`src/rtl/adsr_envelope.sv`:
```
// rtl/adsr_envelope.sv - ADSR envelope generator (optional macro ADSR_LEGATO_RETRIGGER_EN: rise keeps level)
module adsr_envelope (
    input  logic        clk,
    input  logic        rst_n,
    input  logic        tick,
    input  logic        gate,
    input  logic [15:0] attack_rate,
    input  logic [15:0] decay_rate,
    input  logic [15:0] sustain_level,
    input  logic [15:0] release_rate,
    output logic [15:0] level,
    output logic [2:0]  stage,
    output logic        active
);

    localparam logic [2:0] S_IDLE    = 3'd0;
    localparam logic [2:0] S_ATTACK  = 3'd1;
    localparam logic [2:0] S_DECAY   = 3'd2;
    localparam logic [2:0] S_SUSTAIN = 3'd3;
    localparam logic [2:0] S_RELEASE = 3'd4;

    logic [2:0]         state_q;
    logic [2:0]         state_n;
    logic [15:0]        level_n;
    logic               gate_d;
    logic               rise;
    logic               fall;
    logic               fall_exit;
    logic [16:0]        attack_sum;
    logic               attack_done;
    logic signed [16:0] decay_diff;
    logic               decay_done;
    logic               release_done;

    assign rise      = gate & ~gate_d;
    assign fall      = ~gate & gate_d;
    // A fall only matters while the note is still sounding its first three phases.
    assign fall_exit = fall && (state_q == S_ATTACK || state_q == S_DECAY || state_q == S_SUSTAIN);

    // A zero rate means "jump straight to the phase target on the next tick".
    assign attack_sum   = {1'b0, level} + {1'b0, attack_rate};
    assign attack_done  = (attack_rate == 16'd0) || attack_sum[16] || (attack_sum[15:0] == 16'hFFFF);
    assign decay_diff   = $signed({1'b0, level}) - $signed({1'b0, decay_rate});
    assign decay_done   = (decay_rate == 16'd0) || (decay_diff <= $signed({1'b0, sustain_level}));
    assign release_done = (release_rate == 16'd0) || (release_rate >= level);

    assign stage = state_q;

    // State, level, activity flag and gate history registers.
    always_ff @(posedge clk or negedge rst_n) begin
        if (!rst_n) begin
            state_q <= S_IDLE;
            level   <= 16'd0;
            active  <= 1'b0;
            gate_d  <= 1'b0;
        end else begin
            state_q <= state_n;
            level   <= level_n;
            active  <= (state_n != S_IDLE);
            gate_d  <= gate;
        end
    end

    // Next-state: gate edges win over tick-driven phase progress.
    always_comb begin
        state_n = state_q;
        if (rise) begin
            state_n = S_ATTACK;
        end else if (fall_exit) begin
            state_n = S_RELEASE;
        end else if (tick) begin
            case (state_q)
                S_ATTACK:  if (attack_done)  state_n = S_DECAY;
                S_DECAY:   if (decay_done)   state_n = S_SUSTAIN;
                S_RELEASE: if (release_done) state_n = S_IDLE;
                default:   state_n = state_q;
            endcase
        end
    end

    // Next level: edge cycles never step the level; sustain tracks its input every clk.
    always_comb begin
        level_n = level;
        if (rise) begin
`ifdef ADSR_LEGATO_RETRIGGER_EN
            level_n = level;
`else
            level_n = 16'd0;
`endif
        end else if (fall_exit) begin
            level_n = level;
        end else begin
            case (state_q)
                S_IDLE:    level_n = 16'd0;
                S_ATTACK:  if (tick) level_n = attack_done ? 16'hFFFF : attack_sum[15:0];
                S_DECAY:   if (tick) level_n = decay_done ? sustain_level : decay_diff[15:0];
                S_SUSTAIN: level_n = sustain_level;
                S_RELEASE: if (tick) level_n = release_done ? 16'd0 : (level - release_rate);
                default:   level_n = 16'd0;
            endcase
        end
    end

endmodule

```
`config.mk`:
```
export PLATFORM = sky130hd
export DESIGN_NAME = adsr_envelope
export DESIGN_NICKNAME = d
export VERILOG_FILES = /design/src/rtl/adsr_envelope.sv
export SDC_FILE = /design/constraint.sdc
export NUM_CORES = 1
export LEC_CHECK = 0
export CORE_ASPECT_RATIO = 1.2
export CORE_MARGIN = 3
export CORE_UTILIZATION = 50
export DETAILED_ROUTE_END_ITERATION = 10
export GPL_ROUTABILITY_DRIVEN = 0
export PLACE_DENSITY = 0.78
export REMOVE_ABC_BUFFERS = 1
export SLEW_MARGIN = 0
export SYNTH_ARGS = -nofsm -noshare
export SYNTH_HDL_FRONTEND = slang
export SYNTH_SLANG_ARGS = --single-unit
```
`constraint.sdc`:
```
create_clock -name clk -period 11.15 [get_ports clk]
set_input_delay 2.23 -clock clk [delete_from_list [all_inputs] [get_ports clk]]
set_output_delay 2.23 -clock clk [all_outputs]
set_load 0.03 [all_outputs]
```
* Word level (Yosys, flattened, before mapping)
Index checks and enable logic that the tools add are counted.
** Word-level totals
- Register bits after elaboration :: 21
- Input bits :: 68
- Output and inout bits :: 20
- Word-level logic and storage cells :: 50
** Cells by class
- $add $sub $neg :: 3
- Magnitude comparators :: 2
- Equal/unequal tests :: 9
- Mux-type cells :: 16
- Bitwise logic cells :: 4
- Reductions and logical operators :: 12
** Operators with widths (count)
- 16-bit two-way mux :: 8
- 16-bit one-hot mux with 4 select lines :: 1
- 16-bit logical NOT :: 3
- 3-bit two-way mux :: 6
- 16-bit by 16-bit adder with 17-bit output :: 1
- 17-bit <= comparator :: 1
- 16-bit by 16-bit subtractor with 17-bit output :: 1
- 16-bit == test (second input constant) :: 1
- 16-bit greater-or-equal comparator :: 1
- 16-bit subtractor :: 1
- 3-bit inequality test (second input constant) :: 3
- 3-bit one-hot mux with 3 select lines :: 1
- 3-bit by 2-bit == test with 1-bit output (second input constant) :: 2
- 1-bit logical OR :: 6
- 4-bit AND reduction :: 1
- 3-bit by 1-bit == test with 1-bit output (second input constant) :: 1
- 3-bit == test (second input constant) :: 1
- 3-bit nonzero test :: 1
- 1-bit bitwise AND :: 2
- 2-bit inequality test (second input constant) :: 1
- 1-bit NOT :: 2
- 1-bit logical AND :: 1

* Logic depth before layout (Yosys ltp)
Gate-level depths: netlist of run 1.
- Depth in word-level cells :: 9
- Mapped depth :: 21
- Gate-level depth less buffers :: 20

* Worst setup path before layout of run 1
Ideal clock, no wire load.
- Path kind :: input to register
- From :: input port decay_rate[1]
- To :: register level[11]
- Library setup time :: 0.065 ns
- Data arrival time :: 5.558 ns
- Required time :: 11.085 ns
- Path slack :: 5.527 ns
- Stages :: 19
- Buffers on the path :: 1
- Cell sequence :: inv_1 -> ha_1 -> nor2b_1 -> o31ai_1 -> a211oi_1 -> a21oi_1 -> o211ai_1 -> o311ai_0 -> ha_1 -> nand3_1 -> nor3_1 -> inv_1 -> o211ai_1 -> o211ai_1 -> buf_2 -> nor2_1 -> a22oi_1 -> o211ai_1 -> a31o_2
** On the way
- Cells in the longest elaborated chain, start to end :: 8
- Elaborated cells between the ends (all ways) :: 9
- Those cells by class :: 1 x add/sub; 1 x order compare; 5 x mux; 2 x reduce/logical
** RTL lines
- start, declared :: RTL line 8 : input logic [15:0] decay_rate,
- 16-bit by 16-bit subtractor with 17-bit output :: RTL line 43 : assign decay_diff = $signed({1'b0, level}) - $signed({1'b0, decay_rate});
- 17-bit <= comparator :: RTL line 44 : assign decay_done = (decay_rate == 16'd0) || (decay_diff <= $signed({1'b0, sustain_level}));
- 1-bit logical OR :: RTL line 44
- 16-bit two-way mux (*) (2 in a row) :: RTL line 96 : S_DECAY: if (tick) level_n = decay_done ? sustain_level : decay_diff[15:0];
- 16-bit one-hot mux with 4 select lines (*) :: RTL line 93 : case (state_q)
- 16-bit two-way mux (*) :: RTL line 90 : end else if (fall_exit) begin
- 16-bit two-way mux (*) :: RTL line 84 : if (rise) begin
- end signal, assigned :: RTL line 58 : level <= level_n;
- end, declared :: RTL line 11 : output logic [15:0] level,
Mark *: on every way between the ends. The rest lies on a longest branch, timed or not. The select of a mux whose other input is x is not followed.
A chain may end at the register's enable or synchronous reset.

* Final worst setup path of run 1
Same ends and word-level chain as after synthesis.

==> run summary, run 1 <==
The run finished with clean final reports. The aggregate routed wire length is 13170 um. In this run, synthesis inferred 0 flip-flops with an integrated enable.

Category of the worst setup path launch point: an input pin. Clock-pin slew was measured on the worst setup and hold paths at 0.08 ns. The flip-flop and latch area was 525.5 um^2; the proportion of power drawn by the clock network was 0.046. The tools report the number of sinks on the clock net as 21. The first-pass GRT wire length is 20860 um, and the detailed-route via count is 4635. The tools report the root buffer cell as clkbuf_8. The most common flop cell mapped by yosys was dfrtp_1. Along the worst path, the maximum fanout reaches 12. The startpoint identified for the worst hold timing path is gate_d.

The setup check on the worst reg-to-reg path leaves a slack of 5.88 ns. The fraction of final layout cells with drive strength greater than 1 was 0.03180; the starting utilization of the core area was 0.5293. For the static leakage, the log shows 0.002410 uW.

After synthesis, the netlist uses 63 different library cells. Internal power comes to 500.9 uW. The run gives 0.1116 mV as the worst supply voltage drop on vdd. On the worst path, the slowest cell contributes a delay of 0.82 ns.

The tools report the global router's overall resource usage as 0.2732. The kind of end point of the critical path is a flop. TritonCTS built the clock tree. Using the TritonRoute via totals, the vias-per-cell ratio works out to 6.264. Buffers added to address setup during post-CTS repair amount to 0. The required time of the critical path was 11.35 ns. The cell that appears most often on the critical path is o211ai_1. The cell taking the most area after synthesis is ha_1. The count of buffers added on input and output ports is 87. The via count of the first global-routing pass came out at 4556. The first detailed-routing pass took 5 iterations. For the layout net count, the log shows 765. The critical path in this run is classified as in -> reg.

The sink of the worst hold path is stage[2]. After synthesis, the cell types taking the most area are ha_1 (19%), dfrtp_1 (13%), inv_1 (5.6%). Most instantiated library cell after synthesis: ha_1. The commonest cells after synthesis are ha_1 (64), inv_1 (63), a21oi_1 (45).

Type of the worst min-delay path: reg -> reg. The power density over the cells was 208.0 nW/um^2; the level count of the clock H-tree was 1. Setup violations remaining at the end of the flow were counted as 0.

The signal on the critical path passes through clkdlybuf4s50_1 -> inv_1 -> ha_1 -> nor2b_1 -> o31ai_1 -> a211oi_1 -> a21oi_1 -> o211ai_1 -> o311ai_0 -> ha_1 -> nand3_1 -> nor3_1 -> a31oi_1 -> o211ai_1 -> nor2b_1 -> a22oi_1 -> o211ai_1 -> a31o_2. The netlist area before placement was 4195 um^2. Derived from the worst setup path, the maximum achievable clock frequency is 0.1383 GHz. The area of the die came out at 9530 um^2. In this run the critical register-to-register path is captured at level[11]. The width of the chip came out at 89.62 um. The overflow left after global routing is 0, and the number of antenna violations at the first check in global routing is 0. The cell with the biggest individual delay on the critical path was nor2b_1. The critical path arrival is 7.43 ns, and the die boundary height is 106.3 um.

The post-cts sizing count is 0. Setup repair after global routing left no endpoint under its margin. Once detailed placement completed, the half-perimeter wirelength came to 11140 um. At the pin with the least slew margin, the transition time is 1.020 ns. For the fill cell total of the finished layout, the log shows 721.

During synthesis, Yosys emitted a total of 0 warnings. Max-slew headroom at the worst pin: 0.3168. The share of async-settable or async-resettable flops after synthesis is 1.000. Setup slack on the critical path of the routed design comes to 3.920 ns. The combinational group share of total power came out at 0.809. The timing startpoint of the critical path is decay_rate[1].

The synthesized instance count is 547. The final hold violation count came out at 0. The share of the yosys chip area belonging to registers came out at 0.1253. The tool flagged a number of max-cap violations equal to 0.

Prior to clock tree synthesis, the placed netlist has a worst setup slack of 3.746 ns. The logs give 0.144 for the sequential power share and 0 for the antenna diode instance count. Summing all multi-input logic gate instances after layout gives 3388 um^2. The worst register-to-register path has a depth of 16. The worst register-to-register path begins at level[1]. The number of CTS-inserted buffers came out at 3. The average cell area after synthesis is 7.670 um^2, and the fraction of synthesized cell area taken by the top area cell type is 0.1909. Once detail routing completed, the nets flagged for antenna violations numbered 0. The tools report the insertion delay of the later-clocked pin in the worst-skew pair as 0.26 ns. The area growth from synthesis to layout is 24.43%. The number of DRC markers after the initial detailed-route iteration was 341; the number of buffers between clock root and the deepest sink was 2.

The average detailed-routed wire length per instance is 17.80 um, and the count of unresolved DRC violations after routing is 0. The switching part of the total power is 0.5388, and the setup skew after layout is 0.004526 ns. Entering global routing, the biggest net connects 22 pins. The core outline area was 7926 um^2; the post-layout minimum cycle time was 7.230 ns. The worst hold path was traced through 2 stages. For the max-slew violation total from the final report, the log shows 0. The number of placement rows is 35, and the total of flip-flops plus latches after synthesis is 21.

After routing, the total negative slack on setup checks comes to 0 ns. Summed over all nets, the switching power comes to 585.1 uW. In this run the count of I/O pins placed on the die edge is 88.

The period utilization is 0.6484. For this design, the CTS-stage hold fixing added 0 buffers.
==> sequential cells by signal, summed over array words and instances (netlist names) <==
signal  flops
level      16
stage       3
gate_d      1
active      1
==> cell families (layout without fill, tap and decap cells) <==
kind of cell	after synthesis	count (layout)	synth area share
AO/OA/AOI/OAI	209	209	0.3495
AND/OR/NAND/NOR	144	144	0.1855
adder cells (fa/ha/maj)	67	67	0.2052
XOR/XNOR	30	30	0.06263
buffers and inverters	74	156	0.06710
flip-flops	21	21	0.1253
multiplexers	2	2	0.004772
==> through the flow <==
step | cell area [um^2] | total power (uW) | util | hold slack (ns) | std cells
4_1_cts | 5220 | 1077 | 0.6586 | 0.6230 | 740
3_5_place_dp | 5175 | 1022 | 0.6529 | 0.6082 | 736
6_report | 5220 | 1086 | 0.6586 | 0.6169 | 740
2_1_floorplan | 4150 | 772.0 | - | 0.5432 | 536
3_3_place_gp | 5175 | 1005 | 0.6529 | 0.5872 | 736
5_1_grt | 5220 | 1189 | 0.6586 | 0.6614 | 740
==> power groups by stage <==
stage               combinational [uW]  sequential, uW  clock, uW
CTS                                871             155       50.7
global placement                   849             156          0
detailed placement                 865             157          0
floorplan                          588             184          0
global route                       973             162       54.3
finish                             879             157       50.4
==> cells in the final DEF (no fill, tap or decap), drive strengths merged, types with 5 or more instances in the layout <==
cell type / synthesis / layout
o21bai: 7 / 7
clkdlybuf4s50: 0 / 87
nor2: 18 / 18
a222oi: 5 / 5
xnor2: 16 / 16
and4: 6 / 6
inv: 63 / 63
o211ai: 16 / 16
o21ai: 35 / 35
nand4: 12 / 12
nand2: 34 / 34
dfrtp: 21 / 21
a22oi: 10 / 10
a31oi: 9 / 9
a21oi: 45 / 45
nand2b: 10 / 10
xor2: 14 / 14
o21a: 7 / 7
nor3: 16 / 16
ha: 64 / 64
nor4: 13 / 13
o31ai: 7 / 7
nor2b: 10 / 10
a211oi: 7 / 7
nand3: 6 / 6
a21o: 20 / 20
==> worst max-delay path by stage <==
stage / endpoint / slack, ns / depth (start not counted)
after global routing: level[11] / 3.62 / 18
after detailed placement: level[11] / 3.75 / 18
after CTS: level[11] / 4.02 / 18
final: level[11] / 3.92 / 18
after floorplan: level[5] / 5.37 / 17
after global placement: level[5] / 3.96 / 19
==> layer usage <==
metal	vias up	share of wire	track usage
li1	2272	-	-
met1	2147	0.44	0.3518
met2	187	0.48	0.4655
met3	29	0.055	0.02016
met4	0	0.030	0.1011
met5	-	0	0
==> critical path, delay by kind of cell <==
family | cells | cell delay [ns]
buffers and inverters | 2 | 0.59
AND/OR/NAND/NOR | 4 | 1.31
AO/OA/AOI/OAI | 10 | 2.80
adder cells (fa/ha/maj) | 2 | 0.51
==> area by class of cell <==
type / instances / share of cell area
multi-input combinational: 452 / 0.6491
inverter: 63 / 0.04530
clock buffer: 4 / 0.008629
timing repair buffer: 89 / 0.1697
tap: 111 / 0.02661
sequential: 21 / 0.1007
Note: power is estimated with default switching activity, not from simulation.
==> run 2: changes to the inputs <==
--- a/config.mk
+++ b/config.mk
@@ -7,10 +7,10 @@
 export LEC_CHECK = 0
 export CORE_ASPECT_RATIO = 1.2
 export CORE_MARGIN = 3
-export CORE_UTILIZATION = 50
+export CORE_UTILIZATION = 48
 export DETAILED_ROUTE_END_ITERATION = 10
 export GPL_ROUTABILITY_DRIVEN = 0
-export PLACE_DENSITY = 0.78
+export PLACE_DENSITY = 0.79
 export REMOVE_ABC_BUFFERS = 1
 export SLEW_MARGIN = 0
 export SYNTH_ARGS = -nofsm -noshare
==> constraint.sdc (replaced) <==
create_clock -name clk -period 6.4 [get_ports clk]
set_input_delay 1.28 -clock clk [delete_from_list [all_inputs] [get_ports clk]]
set_output_delay 1.28 -clock clk [all_outputs]
set_load 0.03 [all_outputs]
==> run 2 against run 1 <==
  * Sequential cell count unchanged
  * Total power increased by 76%
  * Via count increased by 1.5%
  * Critical path depth increased by 1
  * Design area increased by 0.31%
  * Hold slack improved by 0.010 ns
  * Critical endpoint is now level[12]
==> run summary, run 2 (synthesis gave the netlist of run 1 again) <==
The first-pass GRT wire length is 21290 um (+2.1%). Synthesis-to-layout area growth: 24.81%. The tools report the level count of the clock H-tree as 1 (unchanged).

The flop-to-flop setup slack is 1.51 ns (-4.37 ns), and the layout net count is 766 (+0.13%). For the number of placement rows, the log shows 36 (+2.9%). The worst setup path is of the in -> reg kind. The power density over the cells was 364.8 nW/um^2 (+75%). The worst stage delay on the critical path is 0.54 ns (-0.28 ns).

The required time of the critical path was 6.57 ns (-4.78 ns); the fraction of final layout cells with drive strength greater than 1 was 0.03651 (+0.004711). The area of the die is 9903 um^2 (+3.9%). The detailed-route via count is 4704 (+1.5%), and the worst supply voltage drop on vdd is 0.1868 mV (+67%). The slowest stage of the critical path belongs to the cell clkdlybuf4s50_1. The non-filler instance count after layout was 744 (+0.54%). The post-cts sizing count is 0 (unchanged). The clock period could shrink to 5.914 ns. The run gives 13490 um (+2.4%) as the aggregate routed wire length. The most used cell along the critical path is o211ai_1.

Maximum net fanout on the critical path: 12 (unchanged). The period utilization is 0.9241, and the worst slack at placement is 0.1599 ns (-3.586 ns). The number of sinks on the clock net is 21 (unchanged).

The static leakage is 0.002417 uW (+0.30%). Number of buffers between clock root and the deepest sink: 2 (unchanged). The average detailed-routed wire length per instance works out to 18.13 um (+1.9%). The post-layout utilization of the core was 0.6284 (-0.03019). Grouping stages by cell kind, the critical path spends the most delay in compound AO/OA/AOI/OAI gates.

Setup repair after global routing left no endpoint under its margin. Number of failing setup endpoints in the final timing report: 0 (unchanged). The hold buffer count at CTS was 0 (unchanged). The max-slew violation total from the final report is 0 (unchanged), and the antenna diode instance count is 0 (unchanged). The number of CTS-inserted buffers is 3 (unchanged), and the detail-routed via count per cell is 6.323 (+0.94%). Width of the chip: 91.35 um (+1.9%).

The final hold violation count was 0 (unchanged). The tools report the critical path arrival as 6.08 ns (-1.35 ns). Flip-flop count of the largest register, all copies and words added: 16 (unchanged).

TritonCTS built the clock tree. For the HPWL reported at the end of detailed placement, the log shows 11360 um (+1.9%). The tools report the number of DRC markers after the initial detailed-route iteration as 438 (+28%). The register with the most flip-flops was level.

The minimum setup slack in the final design was 0.4860 ns (-3.434 ns). For the overflow left after global routing, the log shows 0 (unchanged). Number of instances in the placed design: 740 (+0.54%). The signal on the critical path passes through clkdlybuf4s50_1 -> inv_1 -> ha_1 -> nor2b_1 -> o31ai_1 -> a211oi_1 -> a21oi_1 -> o211ai_1 -> o311ai_0 -> ha_1 -> nand3_1 -> nor3_1 -> inv_1 -> o211ai_1 -> o211ai_1 -> nor2b_2 -> a222oi_1 -> a21oi_1 -> a21o_1. The root buffer cell was clkbuf_8.

The number of placed I/O pins is 88 (unchanged), and the clock slew at the register clock pins of the worst setup and hold paths is 0.08 ns (about the same). The count of unresolved DRC violations after routing was 0 (unchanged); the max-slew headroom at the worst pin was 0.3508 (+0.03403). The setup skew after layout was 0.007457 ns (+0.002930 ns); the die boundary height was 108.4 um (+1.9%). The run gives 8333 um^2 (+5.1%) as the core outline area. The post-CTS setup buffer count was 0 (unchanged).

The number of routed nets with antenna violations is 0 (unchanged). The library cells used most frequently in the layout, excluding fill and tap cells, are clkdlybuf4s50_1 (87), ha_1 (64), inv_1 (63). The transition at the pin with the smallest max-transition slack is 0.9708 ns (-0.04959 ns), and the number of antenna violations at the first check in global routing is 0 (unchanged). For the maximum frequency from static timing analysis, the log shows 0.1691 GHz. Max-capacitance violation count: 0 (unchanged).

The pin count of the biggest net entering global routing was 22 (unchanged). The insertion delay of the later-clocked pin in the worst-skew pair is 0.27 ns (about the same), and the total power is 1910 uW (+76%). Global router's overall resource usage: 0.2639 (-0.009277).

STA classifies the critical path startpoint as an input pin. The kind of end point of the critical path is a flop. The starting utilization of the core area is 0.5035 (-0.02583). The run finished with clean final reports. The run gives 6 (+1) as the count of TritonRoute iterations in the first routing pass. Type of the worst min-delay path: reg -> reg.

The buffering stage count on the worst path with inverters included was 3 (+1). Leaving out fill and tap cells, the most frequent cell in the layout is clkdlybuf4s50_1. The final sum of negative setup slack was 0 ns (unchanged). The number of buffers inserted by port buffering was 87 (unchanged); the via count of the first global-routing pass was 4432 (-2.7%).
[run 2: worst paths after layout]
kind	start	to	cells past startpoint
setup / recovery	decay_rate[1]	level[12]	19
hold reg to reg	gate_d	stage[2]	2
min in group asynchronous	rst_n	stage[2]	1
hold / removal	gate_d	stage[2]	2
max in group asynchronous	rst_n	level[1]	1
setup reg to reg	level[1]	level[12]	17
[run 2: stage by stage]
stage / cell area (um^2) / hold slack, ns
3_5_place_dp: 5186 / 0.6104
4_1_cts: 5231 / 0.6306
3_3_place_gp: 5186 / 0.5926
5_1_grt: 5236 / 0.6535
6_report: 5236 / 0.6272
2_1_floorplan: 4150 / 0.5432
[run 2: cell type report]
cell class / count / area, um^2
clock buffers: 4 / 45.04
fillers: 741 / 3097
inverters: 63 / 236.5
multi-input cells: 452 / 3393
flip-flops and latches: 21 / 525.5
well taps: 114 / 142.6
repair buffers: 90 / 893.4
[run 2: power breakdown]
| group | internal, uW | total (uW) | switching, uW |
|---|---|---|---|
| Clock | 44.5 | 90.2 | 45.7 |
| Combinational | 653 | 1540 | 891 |
| Sequential | 177 | 275 | 98.1 |
| Total | 875 | 1910 | 1040 |
[run 2: per-layer routing]
layer | part of all wire | track usage | wire, um | up-vias
li1 | - | - | - | 2266
met1 | 0.41 | 0.3284 | 5521 | 2180
met2 | 0.49 | 0.4755 | 6677 | 232
met3 | 0.071 | 0.02366 | 956 | 26
met4 | 0.025 | 0.09375 | 336 | 0
met5 | 0 | 0 | 0 | -
[run 2: worst register-to-register path, stage by stage (launching register included)]
cell,delay [ns]
dfrtp_1,0.57
ha_1,0.31
nor2b_1,0.14
o31ai_1,0.37
a211oi_1,0.21
a21oi_1,0.26
o211ai_1,0.19
o311ai_0,0.54
ha_1,0.22
nand3_1,0.08
nor3_1,0.27
inv_1,0.06
o211ai_1,0.19
o211ai_1,0.40
nor2b_2,0.40
a222oi_1,0.28
a21oi_1,0.12
a21o_1,0.18
